[config.mk]
export PLATFORM = sky130hd
export DESIGN_NAME = multicyc_exec
export DESIGN_NICKNAME = d
export VERILOG_FILES = /design/src/rtl/multicyc_exec_pkg.sv /design/src/rtl/multicyc_exec_div_unit.sv /design/src/rtl/multicyc_exec.sv
export SDC_FILE = /design/constraint.sdc
export NUM_CORES = 2
export LEC_CHECK = 0
export CAP_MARGIN = 20
export CORE_AREA = 2 2 299 597
export CTS_CLUSTER_DIAMETER = 50
export DETAILED_ROUTE_END_ITERATION = 10
export DIE_AREA = 0 0 301 599
export PLACE_DENSITY = 0.69
export SETUP_SLACK_MARGIN = 0.4
export SLEW_MARGIN = 20
export SYNTH_ARGS = -nofsm -noshare
export SYNTH_HDL_FRONTEND = slang
export SYNTH_HIERARCHICAL = 1
export SYNTH_SLANG_ARGS = --single-unit
[constraint.sdc]
create_clock -name clk -period 3.1 [get_ports clk]
set_clock_uncertainty 0.2 [all_clocks]
set_input_delay 0.62 -clock clk [delete_from_list [all_inputs] [get_ports clk]]
set_output_delay 0.62 -clock clk [all_outputs]
set_load 0.02 [all_outputs]
[src/rtl/multicyc_exec_pkg.sv]
// Shared types and op-class helpers for the multi-cycle execution unit.
// Request/response bundles exchanged with the EX stage live here.
package multicyc_exec_pkg;

    typedef enum logic [3:0] {
        OP_NOP   = 4'd0,
        OP_MULT  = 4'd1,
        OP_MULTU = 4'd2,
        OP_MUL   = 4'd3,
        OP_MADD  = 4'd4,
        OP_MADDU = 4'd5,
        OP_MSUB  = 4'd6,
        OP_MSUBU = 4'd7,
        OP_DIV   = 4'd8,
        OP_DIVU  = 4'd9
    } oper_t;

    typedef enum logic [1:0] {IDLE, MUL, DIV, DONE} multicyc_state_t;

    typedef struct packed {
        oper_t       op;
        logic        is_multicyc;
        logic [63:0] hilo;
        logic [31:0] reg0;
        logic [31:0] reg1;
    } multicyc_req_t;

    typedef struct packed {
        logic        ready;
        logic        valid;
        logic [63:0] hilo;
    } multicyc_resp_t;

    function automatic logic is_mul_op(oper_t op);
        return op inside {OP_MULT, OP_MULTU, OP_MUL, OP_MADD,
                          OP_MADDU, OP_MSUB, OP_MSUBU};
    endfunction

    function automatic logic is_div_op(oper_t op);
        return op inside {OP_DIV, OP_DIVU};
    endfunction

    function automatic logic is_signed_op(oper_t op);
        return op inside {OP_MULT, OP_MUL, OP_MADD, OP_MSUB, OP_DIV};
    endfunction

endpackage

[src/rtl/multicyc_exec_div_unit.sv]
// Iterative restoring divider on magnitudes with a final sign-fixup cycle.
// One load cycle, 32/BITS iteration cycles, one fixup cycle, then done pulses.
module div_unit #(
    parameter int BITS = 1
) (
    input  logic        clk,
    input  logic        rst_n,
    input  logic        flush,
    input  logic        start,
    input  logic        signed_op,
    input  logic [31:0] dividend,
    input  logic [31:0] divisor,
    output logic [31:0] quotient,
    output logic [31:0] remainder,
    output logic        done
);

    localparam int ITER = 32 / BITS;

    logic [31:0] rem_q, quot_q, dvs_q;
    logic [31:0] rem_n, quot_n;
    logic [32:0] trial;
    logic [5:0]  cnt_q;
    logic        busy_q, qneg_q, rneg_q;
    logic        a_neg, b_neg;

    assign a_neg = signed_op & dividend[31];
    assign b_neg = signed_op & divisor[31];

    always_comb begin
        rem_n  = rem_q;
        quot_n = quot_q;
        trial  = '0;
        for (int i = 0; i < BITS; i++) begin
            trial  = {rem_n, quot_n[31]};
            quot_n = {quot_n[30:0], 1'b0};
            if (trial >= {1'b0, dvs_q}) begin
                trial     = trial - {1'b0, dvs_q};
                quot_n[0] = 1'b1;
            end
            rem_n = trial[31:0];
        end
    end

    // A zero divisor is not special-cased: every trial subtract succeeds.
    always_ff @(posedge clk or negedge rst_n) begin
        if (!rst_n) begin
            rem_q     <= '0;
            quot_q    <= '0;
            dvs_q     <= '0;
            cnt_q     <= '0;
            busy_q    <= 1'b0;
            qneg_q    <= 1'b0;
            rneg_q    <= 1'b0;
            quotient  <= '0;
            remainder <= '0;
            done      <= 1'b0;
        end else if (flush) begin
            busy_q <= 1'b0;
            done   <= 1'b0;
        end else begin
            done <= 1'b0;
            if (start) begin
                rem_q  <= '0;
                quot_q <= a_neg ? -dividend : dividend;
                dvs_q  <= b_neg ? -divisor : divisor;
                qneg_q <= a_neg ^ b_neg;
                rneg_q <= a_neg;
                cnt_q  <= 6'(ITER);
                busy_q <= 1'b1;
            end else if (busy_q) begin
                if (cnt_q != '0) begin
                    rem_q  <= rem_n;
                    quot_q <= quot_n;
                    cnt_q  <= cnt_q - 6'd1;
                end else begin
                    quotient  <= qneg_q ? -quot_q : quot_q;
                    remainder <= rneg_q ? -rem_q : rem_q;
                    busy_q    <= 1'b0;
                    done      <= 1'b1;
                end
            end
        end
    end

endmodule

[src/rtl/multicyc_exec.sv]
// Multi-cycle MUL/MADD/MSUB/DIV sequencer beside the EX stage.
// Holds its result until acked; flush abandons any operation in flight.
module multicyc_exec
    import multicyc_exec_pkg::*;
#(
    parameter int MUL_LATENCY        = 3,
    parameter int DIV_BITS_PER_CYCLE = 1
) (
    input  logic           clk,
    input  logic           rst_n,
    input  logic           flush,
    input  logic           ack,
    input  multicyc_req_t  req,
    output multicyc_resp_t resp
);

    localparam int CW = $clog2(MUL_LATENCY + 1);

    multicyc_state_t state_q, state_d;
    oper_t           op_q;
    logic [63:0]     hilo_q, result_q, mul_res;
    logic [63:0]     pipe_q [MUL_LATENCY];
    logic [63:0]     opa, opb;
    logic [CW-1:0]   cnt_q;
    logic [31:0]     quot, rem;
    logic            div_done, start, sgn;

    assign start = (state_q == IDLE) && req.is_multicyc && !flush;
    assign sgn   = is_signed_op(req.op);
    assign opa   = {{32{sgn & req.reg0[31]}}, req.reg0};
    assign opb   = {{32{sgn & req.reg1[31]}}, req.reg1};

    div_unit #(
        .BITS(DIV_BITS_PER_CYCLE)
    ) u_div (
        .clk      (clk),
        .rst_n    (rst_n),
        .flush    (flush),
        .start    (start && is_div_op(req.op)),
        .signed_op(sgn),
        .dividend (req.reg0),
        .divisor  (req.reg1),
        .quotient (quot),
        .remainder(rem),
        .done     (div_done)
    );

    always_ff @(posedge clk or negedge rst_n) begin
        if (!rst_n) state_q <= IDLE;
        else        state_q <= state_d;
    end

    always_comb begin
        state_d = state_q;
        if (flush) begin
            state_d = IDLE;
        end else begin
            case (state_q)
                IDLE: if (req.is_multicyc)
                          state_d = is_mul_op(req.op) ? MUL :
                                    is_div_op(req.op) ? DIV : DONE;
                MUL:  if (cnt_q == CW'(MUL_LATENCY - 1)) state_d = DONE;
                DIV:  if (div_done) state_d = DONE;
                DONE: if (ack) state_d = IDLE;
                default: state_d = IDLE;
            endcase
        end
    end

    always_ff @(posedge clk or negedge rst_n) begin
        if (!rst_n) begin
            op_q   <= OP_NOP;
            hilo_q <= '0;
            cnt_q  <= '0;
        end else if (start) begin
            op_q   <= req.op;
            hilo_q <= req.hilo;
            cnt_q  <= '0;
        end else if (state_q == MUL) begin
            cnt_q <= cnt_q + CW'(1);
        end
    end

    // Product enters at the start edge and shifts one stage per cycle.
    always_ff @(posedge clk or negedge rst_n) begin
        if (!rst_n) begin
            for (int i = 0; i < MUL_LATENCY; i++) pipe_q[i] <= '0;
        end else if (flush) begin
            for (int i = 0; i < MUL_LATENCY; i++) pipe_q[i] <= '0;
        end else begin
            if (start) pipe_q[0] <= opa * opb;
            for (int i = 1; i < MUL_LATENCY; i++) pipe_q[i] <= pipe_q[i-1];
        end
    end

    always_comb begin
        mul_res = pipe_q[MUL_LATENCY-1];
        if (op_q inside {OP_MADD, OP_MADDU})
            mul_res = hilo_q + pipe_q[MUL_LATENCY-1];
        else if (op_q inside {OP_MSUB, OP_MSUBU})
            mul_res = hilo_q - pipe_q[MUL_LATENCY-1];
    end

    always_ff @(posedge clk or negedge rst_n) begin
        if (!rst_n)
            result_q <= '0;
        else if (start && !is_mul_op(req.op) && !is_div_op(req.op))
            result_q <= req.hilo;
        else if (state_q == MUL && state_d == DONE)
            result_q <= mul_res;
        else if (state_q == DIV && state_d == DONE)
            result_q <= {rem, quot};
    end

    always_comb begin
        resp = '0;
        if (state_q == IDLE && !req.is_multicyc) begin
            resp.valid = 1'b1;
            resp.hilo  = req.hilo;
        end else if (state_q == DONE) begin
            resp.valid = 1'b1;
            resp.hilo  = result_q;
        end
        resp.ready = resp.valid;
    end

endmodule

# == After elaboration in Yosys (flattened, before gate mapping) ==
# Cells that the tools add are included.
# totals
elab_cells,122
register_bits,498
# op_classes
n_lt_le_gt_ge,1
mul,1
n_reduce_logical,27
add_sub_neg,9
eq_ne,18
mux,42
bitwise,6
# ops
op,count
two-way mux 64 bit,6
two-way mux 32 bit,11
two-way mux 192 bit,1
two-way mux 65 bit,2
negation 32 bit,4
adder 64 bit,1
multiplier 33 x 33 -> 64 bit,1
subtractor 64 bit,1
>= comparator 33 x 32 -> 1 bit,1
"equality test 4 x 3 -> 1 bit, second input constant",8
subtractor 32 bit,1
two-way mux 6 bit,3
two-way mux 2 bit,8
nonzero test 2 bit,7
two-way mux 1 bit,10
"equality test 2 bit, second input constant",4
"equality test 4 x 2 -> 1 bit, second input constant",2
"equality test 4 bit, second input constant",2
logical AND 1 bit,8
case mux 2 bit (4 select lines),1
nonzero test 7 bit,1
nonzero test 6 bit,1
"subtractor 6 x 1 -> 6 bit, second input constant",1
nonzero test 5 bit,1
other kinds (12),18

# == Longest topological paths before layout ==
# depth
word_depth,12
mapped_depth,36
ltp_nobuf,33

# == By module ==
# Netlist, hierarchy kept.
# by_module_without_submodules
mod,cells_each,area_per_inst_um2,n_inst
multicyc_exec,6738,58895.2,1
div_unit,1322,11164.5,1

# == Worst setup path after synthesis ==
# No wires, ideal clock.
# synth_path
path_type,input to register
startpoint,input port req[132] in the netlist's numbering
endpoint,register pipe_q[190] in the netlist's numbering
cell_stages,30
required_ps,2768
path_buffers,3
setup_ps,132
slack_ps,-6020
arrival_ps,8789
cell_sequence,clkbuf_1 mux2i_1 o21ai_0 and2_1 clkbuf_1 nand2_1 inv_1 fa_1 fa_1 fa_1 fa_1 inv_1 fa_1 inv_1 fa_1 inv_1 fa_1 fa_1 inv_1 ha_1 clkbuf_1 a2111oi_0 o31ai_1 or3_1 o211ai_1 a31oi_1 a21o_1 a21oi_1 xor2_1 o21ai_1
# synth_via
elab_chain_len,6
elab_cells_between_ends,11
# synth_rtl
element,line_no,rtl
from (decl),multicyc_exec.sv:13,"input multicyc_req_t req,"
"equality test 4 x 1 -> 1 bit, or another cell as far along",multicyc_exec_pkg.sv:44,"return op inside {OP_MULT, OP_MUL, OP_MADD, OP_MSUB, OP_DIV};"
nonzero test 5 bit *,multicyc_exec_pkg.sv:44,
bitwise AND 1 bit (on tied branches),"multicyc_exec.sv:30, multicyc_exec.sv:31",
multiplier 33 x 33 -> 64 bit *,multicyc_exec.sv:91,if (start) pipe_q[0] <= opa * opb;
two-way mux 64 bit *,multicyc_exec.sv:91,
two-way mux 192 bit *,multicyc_exec.sv:88,end else if (flush) begin
to (decl),multicyc_exec.sv:22,logic [63:0] pipe_q [MUL_LATENCY];
# Mark *: on every way between the ends. The rest lies on a longest branch, timed or not. The select of a mux whose other input is x is not followed.
# A chain may end at the register's enable or synchronous reset.

# == Worst setup path in the final report ==
# layout_path
startpoint,input port req[129] in the netlist's numbering
endpoint,register pipe_q[190] in the netlist's numbering
# The elaborated chain is that of the path after synthesis.

==> metrics.log <==
INFO  metric antenna_violations_before_repair = 14
INFO  metric period_minus_slack = between 8000 and 9000 ps
INFO  metric rsz0062_at_grt = yes
INFO  metric cts_buffers = 47
INFO  metric insertion_delay = ~660 ps
INFO  metric placed_area = around 86000 µm²
INFO  metric cp.arrival = about 8500 ps
INFO  metric standard_cell_with_the_maximum_stage_delay_on_the_critical_path = fa_2
INFO  metric maxSlewViolCount = 0
INFO  metric place.port_buffers = about 200
INFO  metric flow.area_growth_from_synthesis = 30.3%
INFO  metric reg2regPathDepth = 19
INFO  metric violations = setup timing
INFO  metric syn-instance-count = 8060
INFO  metric outcome = finished, violations left
INFO  metric grt_total_usage = 0.316
INFO  metric cell_type_with_the_highest_aggregate_area_in_the_netlist = fa_1
INFO  metric postLayoutSetupSlackWorst = -5160 ps
INFO  metric viasPerCell = about 5.4
INFO  metric timing.critical_path.slowest_cell_delay = 610 ps
INFO  metric achievable_clock_frequency = between 0.1 and 0.15 GHz
INFO  metric worstSetupPathType = in -> reg
INFO  metric hold_depth = 3
INFO  metric finalNetCount = about 11000
INFO  metric hold_viol = 0
INFO  metric floorplan.die.height = about 600 µm
INFO  metric io_pins = just over 200
INFO  metric crit_path_end_kind = register
INFO  metric max_slew_margin = 0.252
INFO  metric pin_count_of_the_biggest_net_entering_global_routing = 122
INFO  metric core = roughly 180000 µm²
INFO  metric globalRouteOverflowTotal = 0
INFO  metric synth_cell_types = 102
INFO  metric synth-main-ff-cell = dfrtp_1
INFO  metric grt_first_pass_wirelength = 423 mm
INFO  metric grt_util_met3 = 0.0413
INFO  metric holdCritPathClass = in -> reg
INFO  metric cts_buffer_depth = 3
INFO  metric placement_rows = roughly 220
INFO  metric grt_busiest_layer = met2
INFO  metric drcViolationCount = 0
INFO  metric yosys_warnings = 6
INFO  metric most_common_cell_in_the_synthesized_netlist = nand2_1
INFO  metric report.final.setup_viol = 193
INFO  metric mappedNetlistArea = 70100 µm²
INFO  metric drt.antenna.violating_nets = 0
INFO  metric yosys-top-cells-count = nand2_1 (1376), inv_1 (1338), fa_1 (1128)
INFO  metric worstSetupStartpointType = primary input
INFO  metric routabilityCongestion = 1.05
INFO  metric globalRouteMet2Util = 0.595
INFO  metric syn_avg_cell_area = 8.69 µm²
INFO  metric preCtsSetupSlack = -6420 ps
INFO  metric async_flop_share = 1.00
INFO  metric instances_no_fill = 11701
INFO  metric number_of_drc_markers_in_iteration_0 = 3787
INFO  metric initial_core_util = 0.398
INFO  metric netlist_top_cells_area = fa_1 (32%), dfrtp_1 (18%), nand2_1 (7.4%)
INFO  metric worst-slew-pin-transition = around 1100 ps
INFO  metric numClockSinks = approximately 500
INFO  metric die_area = 180000 µm²
INFO  metric groute.layer.met1.usage = 0.294
INFO  metric fin_crit_sh = 2.67
INFO  metric critical-path-top-cell-by-count = fa_1
INFO  metric fillers = 16049
INFO  metric synth.ff_latch_count = roughly 500
INFO  metric mappedNetlistNets = between 9000 and 10000
INFO  metric grt_pass1_vias = between 70000 and 80000
INFO  metric drt-wirelength-per-cell = 24.3 µm
INFO  metric clock-root-buffer = clkbuf_16
INFO  metric post_synth_edffs = 0
INFO  metric cp_max_fo = 5
INFO  metric share_of_synthesized_area_occupied_by_flip_flops_and_latches = 0.178
INFO  metric dr_total_vias = 63749
INFO  metric synth_top_area_frac = 0.322
INFO  metric drive_above_1_share = 0.244
INFO  metric wl = approximately 280 mm
INFO  metric clk_pin_slew_worst_paths = approximately 70 ps
INFO  metric post-route-cell-area = ~90000 µm²
INFO  metric die_w = approximately 300 µm
INFO  metric cts_tree = yes
INFO  metric number_of_detailed_routing_iterations_run_before_antenna_repair = 8
INFO  metric max_capacitance_violation_count = 0
INFO  metric dp_hpwl = 230 mm
INFO  metric cp_data_required_time = 3380 ps
INFO  metric dp_cells = 11494
INFO  metric cts_max_level = 2
## routing by layer
layer,vias to the layer above,routed length [µm]
met5,-,26
met4,4,32200
met3,1240,13900
met2,2505,150000
met1,31989,87600
li1,28011,-
## state kept, by name, indices dropped and copies added, names as in the netlist, 2 cells and up
name,cells
cnt_q,2
hilo_q,64
op_q,3
pipe_q,192
result_q,64
state_q,2
u_div/cnt_q,6
u_div/dvs_q,32
u_div/quot_q,32
u_div/quotient,32
u_div/rem_q,32
u_div/remainder,32
## final cells by class
cell class,instances,area [µm²],area share
repair buffers,1687,15100,0.166
well taps,2310,2890,0.0316
diodes,12,30.0,0.000329
multi-input cells,5767,54100,0.592
clock buffers,58,1270,0.0139
flip-flops and latches,497,12400,0.136
inverters,1342,5050,0.0553
clock inverters,28,435,0.00477
## path summary, 6_finish.rpt
check | to | from | slack, ps
worst max register to register | result_q[56] | hilo_q[0] | -970
worst min-delay path | op_q[2] | req[131] | 50
worst max-delay path | pipe_q[190] | req[129] | -5160
max in group asynchronous | u_div/dvs_q[10] | rst_n | 1440
worst min register to register | pipe_q[56] | pipe_q[120] | 250
min in group asynchronous | result_q[36] | rst_n | 320
## cell usage in the layout, fill, tap and decap left out, types with 90 or more instances in the layout
master / instances
nand2_1: 1332
buf_4: 1283
inv_1: 1279
fa_1: 1041
dfrtp_1: 488
a21oi_1: 327
nor2_1: 302
ha_1: 300
and2_1: 265
o21ai_0: 253
xnor2_1: 163
nor2b_1: 148
clkdlybuf4s50_1: 122
xor2_1: 108
buf_12: 104
buf_6: 90
## through the flow
stage	util	TNS (ps)	hold slack [ps]
2_1_floorplan	-	-227300	124
3_3_place_gp	0.489	-386390	245
3_5_place_dp	0.489	-395150	248
4_1_cts	0.513	-272870	122
5_1_grt	0.519	-299250	64.1
6_report	0.519	-269600	48.7
## kinds of logic after synthesis
kind of cell	synth area share
buf+inv	0.0975
compound gates	0.128
xor+xnor	0.0359
flops	0.178
simple gates	0.166
fa+ha+maj	0.390
mux	0.00573
## critical path, delay by kind of cell
family / cells / cell delay (ps)
xor+xnor: 1 / 170
buf+inv: 8 / 980
mux: 1 / 130
fa+ha+maj: 9 / 4370
simple gates: 2 / 530
compound gates: 10 / 1730
## timing repair
action,4_1_cts,5_1_grt
pin swaps,236,133
cloned,13,3
resized for setup,487,224
buffers inserted,72,20
endpoints found under the setup margin,303,308
hold endpoints to repair,28,0
hold buffers,1,0
Power is left out: the tool's default activity adds up to more than one toggle a clock period on the data nets, which glitch-free logic cannot reach.
